[config.mk]
export PLATFORM = sky130hd
export DESIGN_NAME = pll_lock_monitor
export DESIGN_NICKNAME = d
export VERILOG_FILES = /design/src/rtl/pll_lock_monitor.sv
export SDC_FILE = /design/constraint.sdc
export NUM_CORES = 1
export LEC_CHECK = 0
export BUFFER_PORTS_ARGS = -buffer_cell sky130_fd_sc_hd__buf_2
export CELL_PAD_IN_SITES_DETAIL_PLACEMENT = 0
export CELL_PAD_IN_SITES_GLOBAL_PLACEMENT = 1
export CORE_ASPECT_RATIO = 1.25
export CORE_MARGIN = 2
export CORE_UTILIZATION = 25
export DETAILED_ROUTE_END_ITERATION = 8
export GPL_TIMING_DRIVEN = 1
export PLACE_DENSITY_LB_ADDON = 0.1
export SLEW_MARGIN = 20
export SYNTH_ARGS = -nofsm -noshare
export SYNTH_HDL_FRONTEND = slang
export SYNTH_SLANG_ARGS = --single-unit
[constraint.sdc]
create_clock -name clk -period 2.06 [get_ports clk]
set_clock_uncertainty 0.05 [all_clocks]
set_input_delay 0.515 -clock clk [delete_from_list [all_inputs] [get_ports clk]]
set_output_delay 0.515 -clock clk [all_outputs]
set_load 0.03 [all_outputs]
[src/rtl/pll_lock_monitor.sv]
// Lock supervisor for several PLLs: synchronises each raw lock bit, qualifies it
// with a settle timer, counts lock losses and shows U/A/L on one digit per channel.
module pll_lock_monitor #(
   parameter int NUM_CH        = 2,
   parameter int SETTLE_CYCLES = 1024,
   parameter int CNT_W         = 8,
   parameter int SYNC_STAGES   = 2
) (
   input  logic                      clk,
   input  logic                      reset_n,
   input  logic [NUM_CH-1:0]         locked_in,
   input  logic                      clear_sticky,
   output logic [NUM_CH-1:0]         stable,
   output logic                      all_stable,
   output logic [NUM_CH-1:0]         lost_sticky,
   output logic [NUM_CH*CNT_W-1:0]   loss_count,
   output logic [NUM_CH*7-1:0]       hex
);

   localparam int TW = (SETTLE_CYCLES > 1) ? $clog2(SETTLE_CYCLES) : 1;
   localparam logic [TW-1:0]    TIMER_LAST = TW'(SETTLE_CYCLES - 1);
   localparam logic [CNT_W-1:0] CNT_MAX    = {CNT_W{1'b1}};

   localparam logic [6:0] SEG_U = 7'b1000001;
   localparam logic [6:0] SEG_A = 7'b0001000;
   localparam logic [6:0] SEG_L = 7'b1000111;

   typedef enum logic [1:0] {
      ST_UNLOCKED = 2'd0,
      ST_SETTLING = 2'd1,
      ST_LOCKED   = 2'd2
   } state_e;

   logic [NUM_CH-1:0] sync_q [SYNC_STAGES];
   logic [NUM_CH-1:0] ls_s;
   logic [NUM_CH-1:0] loss_s;
   state_e            state_q [NUM_CH];
   logic [TW-1:0]     timer_q [NUM_CH];
   logic [CNT_W-1:0]  cnt_q   [NUM_CH];
   logic [CNT_W-1:0]  cnt_d   [NUM_CH];
   logic [NUM_CH-1:0] sticky_q;
   logic [NUM_CH-1:0] sticky_d;

   // Plain flop chain per lock bit; nothing may sit between the stages.
   always_ff @(posedge clk or negedge reset_n) begin
      if (!reset_n) begin
         for (int s = 0; s < SYNC_STAGES; s++) sync_q[s] <= {NUM_CH{1'b0}};
      end else begin
         sync_q[0] <= locked_in;
         for (int s = 1; s < SYNC_STAGES; s++) sync_q[s] <= sync_q[s-1];
      end
   end

   assign ls_s = sync_q[SYNC_STAGES-1];

   // Per-channel lock qualification FSM with settle timer.
   always_ff @(posedge clk or negedge reset_n) begin
      if (!reset_n) begin
         for (int i = 0; i < NUM_CH; i++) begin
            state_q[i] <= ST_UNLOCKED;
            timer_q[i] <= {TW{1'b0}};
         end
      end else begin
         for (int i = 0; i < NUM_CH; i++) begin
            case (state_q[i])
               ST_UNLOCKED: begin
                  if (ls_s[i]) begin
                     state_q[i] <= ST_SETTLING;
                     timer_q[i] <= {TW{1'b0}};
                  end
               end
               ST_SETTLING: begin
                  if (!ls_s[i]) begin
                     state_q[i] <= ST_UNLOCKED;
                  end else if (timer_q[i] == TIMER_LAST) begin
                     state_q[i] <= ST_LOCKED;
                  end else begin
                     timer_q[i] <= timer_q[i] + TW'(1);
                  end
               end
               ST_LOCKED: begin
                  if (!ls_s[i]) state_q[i] <= ST_UNLOCKED;
               end
               default: begin
                  state_q[i] <= ST_UNLOCKED;
                  timer_q[i] <= {TW{1'b0}};
               end
            endcase
         end
      end
   end

   // Loss bookkeeping: a clear lands first, so a loss on the same edge still counts.
   always_comb begin
      for (int i = 0; i < NUM_CH; i++) begin
         loss_s[i]   = (state_q[i] == ST_LOCKED) && !ls_s[i];
         cnt_d[i]    = clear_sticky ? {CNT_W{1'b0}} : cnt_q[i];
         sticky_d[i] = clear_sticky ? 1'b0 : sticky_q[i];
         if (loss_s[i]) begin
            sticky_d[i] = 1'b1;
            if (cnt_d[i] != CNT_MAX) begin
               cnt_d[i] = cnt_d[i] + CNT_W'(1);
            end else begin
               cnt_d[i] = CNT_MAX;
            end
         end else begin
            sticky_d[i] = sticky_d[i];
         end
      end
   end

   // Loss counter and sticky flag registers.
   always_ff @(posedge clk or negedge reset_n) begin
      if (!reset_n) begin
         for (int i = 0; i < NUM_CH; i++) cnt_q[i] <= {CNT_W{1'b0}};
         sticky_q <= {NUM_CH{1'b0}};
      end else begin
         for (int i = 0; i < NUM_CH; i++) cnt_q[i] <= cnt_d[i];
         sticky_q <= sticky_d;
      end
   end

   // Status and display decode straight from registered state.
   always_comb begin
      for (int i = 0; i < NUM_CH; i++) begin
         stable[i]                    = (state_q[i] == ST_LOCKED);
         loss_count[i*CNT_W +: CNT_W] = cnt_q[i];
         case (state_q[i])
            ST_UNLOCKED: hex[i*7 +: 7] = SEG_U;
            ST_SETTLING: hex[i*7 +: 7] = SEG_A;
            ST_LOCKED:   hex[i*7 +: 7] = SEG_L;
            default:     hex[i*7 +: 7] = SEG_U;
         endcase
      end
   end

   assign all_stable  = &stable;
   assign lost_sticky = sticky_q;

endmodule

==> impl_results.md <==
- Fin crit share: 0.942
- CP Launch Type: flop
- Syn_area_per_cell: 9.27 um2
- # setup viols final: 0
- Unique masters post-synth: 62
- Mapped Cells: 296
- Die height: 121 um
- Post-route setup slack: 120 ps
- Via density: 4.83
- Yosys warning total: 0
- # port buffers: 35
- PD cells: 601 nW/um2
- Pre-CTS WS: 151 ps
- Achievable Freq: 515 MHz
- Drc violations: 0
- Setup_tns: 0 ps
- Starting Density: 0.257
- CTS tree: built
- Overflow after GRT: 0
- Final Hold Vio Count: 0
- Maximum vdd drop: 0.000283 V
- Clock-pin slew on the worst setup and hold paths: 70 ps
- Ys async rst share: 1.00
- Drt total wl: 7050 um
- Antenna-violating nets left: 0
- CP Max Fanout: 6
- Clk root buf: clkbuf_16
- CP arrival: 1380 ps
- Leak Pwr: 1.56 nW
- EDFF count, synth: 0
- 1st-iter DRT viols: 69
- Largest delay contributor family on the critical path: simple AND/OR/NAND/NOR gates
- GP Congestion: 0.752
- Core Box Area: 10700 um2
- Post-Syn Area: 2740 um2
- Clk Latency, worst-skew pair: 280 ps
- Tmin final: 1940 ps
- Die area: 11800 um2
- # diodes: 0
- Vias: 2282
- Outcome: completed
- Leading area contributor after synthesis: dfrtp_1
- Yosys reg bits: 46
- First-pass GRT wire length: 11900 um
- GRT Total Usage: 0.123
- Commonest non-fill, non-tap cells in the layout: dfrtp_1 (45), buf_2 (35), nand2_1 (27)
- Synth area leaders: dfrtp_1 (42%), nand2_1 (3.7%), nand3_1 (3.3%)
- Drt pass-1 iters: 4
- Nets: 348
- Largest net degree at the start of global routing: 47
- Final Max Tran Viols: 0
- Row cnt: 42
- CTS Sinks: 46
- Vias in the first global route: 2341
- Post-synth top area share: 0.420
- Slowest cell on crit path: dfrtp_1
- Tightest Hold Check Type: input pin to asynchronous set/reset pin
- Unrepaired setup endpoints after global routing: false
- CTS max path bufs: 2
- Total CTS buffers: 5
- Critical Path, Cell by Cell: and2b_1 -> and2_1 -> buf_2
- H-tree levels: 2
- P&R area growth vs syn: 19.6%
- Commonest non-fill, non-tap cell in the layout: dfrtp_1
- CP endpoint kind: output port
- CP Class: flop to output port
- Die W: 97.7 um
- Top_reg_cell synth: dfrtp_1
- Initial antenna violation count: 0
- WP buf/inv: 1
- Max_cap viols: 0
- Fraction of layout cells with a size suffix above 1: 0.235
- DP HPWL: 5110 um
- Sequential share of the synthesized area: 0.420
- WL/cell: 14.9 um
- IO Count: 40
- Worst Path Required: 1490 ps
- Max stage delay on crit path: 420 ps
==> area by class of cell <==
cell class | instances | area (um2)
Inverter | 9 | 33.8
Fill cell | 1136 | 7390
Clock inverter | 2 | 13.8
Tap cell | 132 | 165
Sequential cell | 46 | 1150
Clock buffer | 6 | 129
Multi-Input combinational cell | 218 | 1420
Timing Repair Buffer | 59 | 368
==> layer usage <==
metal,part of all wire,up-vias,GRT usage,wire (um)
met5,0,-,0,0
met4,0.0065,0,0.0313,46
met3,0.015,2,0.0173,109
met2,0.50,24,0.219,3550
met1,0.47,1111,0.159,3340
li1,-,1145,-,-
==> report_power, final <==
group | internal (mW) | switching [mW] | total, mW
sequential | 0.941 | 0.0533 | 0.994
combinational | 0.0706 | 0.109 | 0.179
clock | 0.451 | 0.347 | 0.798
total | 1.46 | 0.509 | 1.97
==> flip-flops by register name (all words and copies together), names as in the netlist <==
signal / cells
lost_sticky: 2
timer_q: 20
loss_count: 16
state_q: 4
sync_q: 2
ls_s: 2
==> cell usage after synthesis (5+ instances only) <==
| cell type | count |
|---|---|
| a21oi_1 | 6 |
| and2_1 | 5 |
| buf_2 | 6 |
| buf_4 | 10 |
| clkbuf_1 | 9 |
| dfrtp_1 | 46 |
| inv_1 | 9 |
| mux2i_1 | 5 |
| nand2_1 | 27 |
| nand3_1 | 18 |
| nand4_1 | 11 |
| nor2_1 | 13 |
| nor2b_1 | 14 |
| nor3_1 | 6 |
| o21ai_0 | 17 |
| o21ai_1 | 6 |
| or4_1 | 5 |
| xnor2_1 | 8 |
==> worst paths after layout <==
kind | from | end | slack [ps] | cells after the start
worst max-delay path | state_q[0] | all_stable | 120 | 3
min in group clk | locked_in[0] | sync_q[2] | 280 | 1
worst min register to register | sync_q[2] | ls_s[0] | 300 | 0
worst min-delay path | reset_n | loss_count[13] | 150 | 2
max in group asynchronous | reset_n | state_q[3] | 1550 | 2
worst max register to register | timer_q[10] | timer_q[17] | 200 | 5
==> worst reg2reg max path: stages, from the launching register on <==
cell	delay (ps)
dfrtp_1	390
ha_1	200
nand3_1	250
or3_1	430
or4_1	390
nand3_1	90
==> cell families (layout without fill, tap and decap cells) <==
| family | after synthesis | in the layout | synth area share |
|---|---|---|---|
| AOI/OAI and AO/OA | 61 | 61 | 0.151 |
| xor gates and xnor gates | 11 | 11 | 0.0351 |
| adders and majority gates | 4 | 4 | 0.0182 |
| buffers and inverters | 35 | 76 | 0.0671 |
| DFF | 46 | 46 | 0.420 |
| muxes | 8 | 8 | 0.0306 |
| other | 1 | 4 | 0.00137 |
| and+or+nand+nor | 130 | 130 | 0.277 |
==> metrics by stage <==
step                      total power [mW]  utilization  hold WS, ps  cells  instance area [um2]
after CTS                             2.03        0.306          171    470                 3270
after global placement                1.20        0.293          289    462                 3120
after floorplan                       1.12            -          169    299                 2760
after global routing                  2.07        0.308          182    472                 3280
final                                 1.97        0.308          151    472                 3280
after detailed placement              1.20        0.293          287    462                 3120
==> timing repair <==
action                                  in CTS  in global routing
hold buffers                                 0                  0
resized for setup                            1                  0
endpoints found under the setup margin       1                  1
cloned                                       0                  0
buffers inserted                             0                  2
No activity file was read; power rests on OpenSTA's default activity.
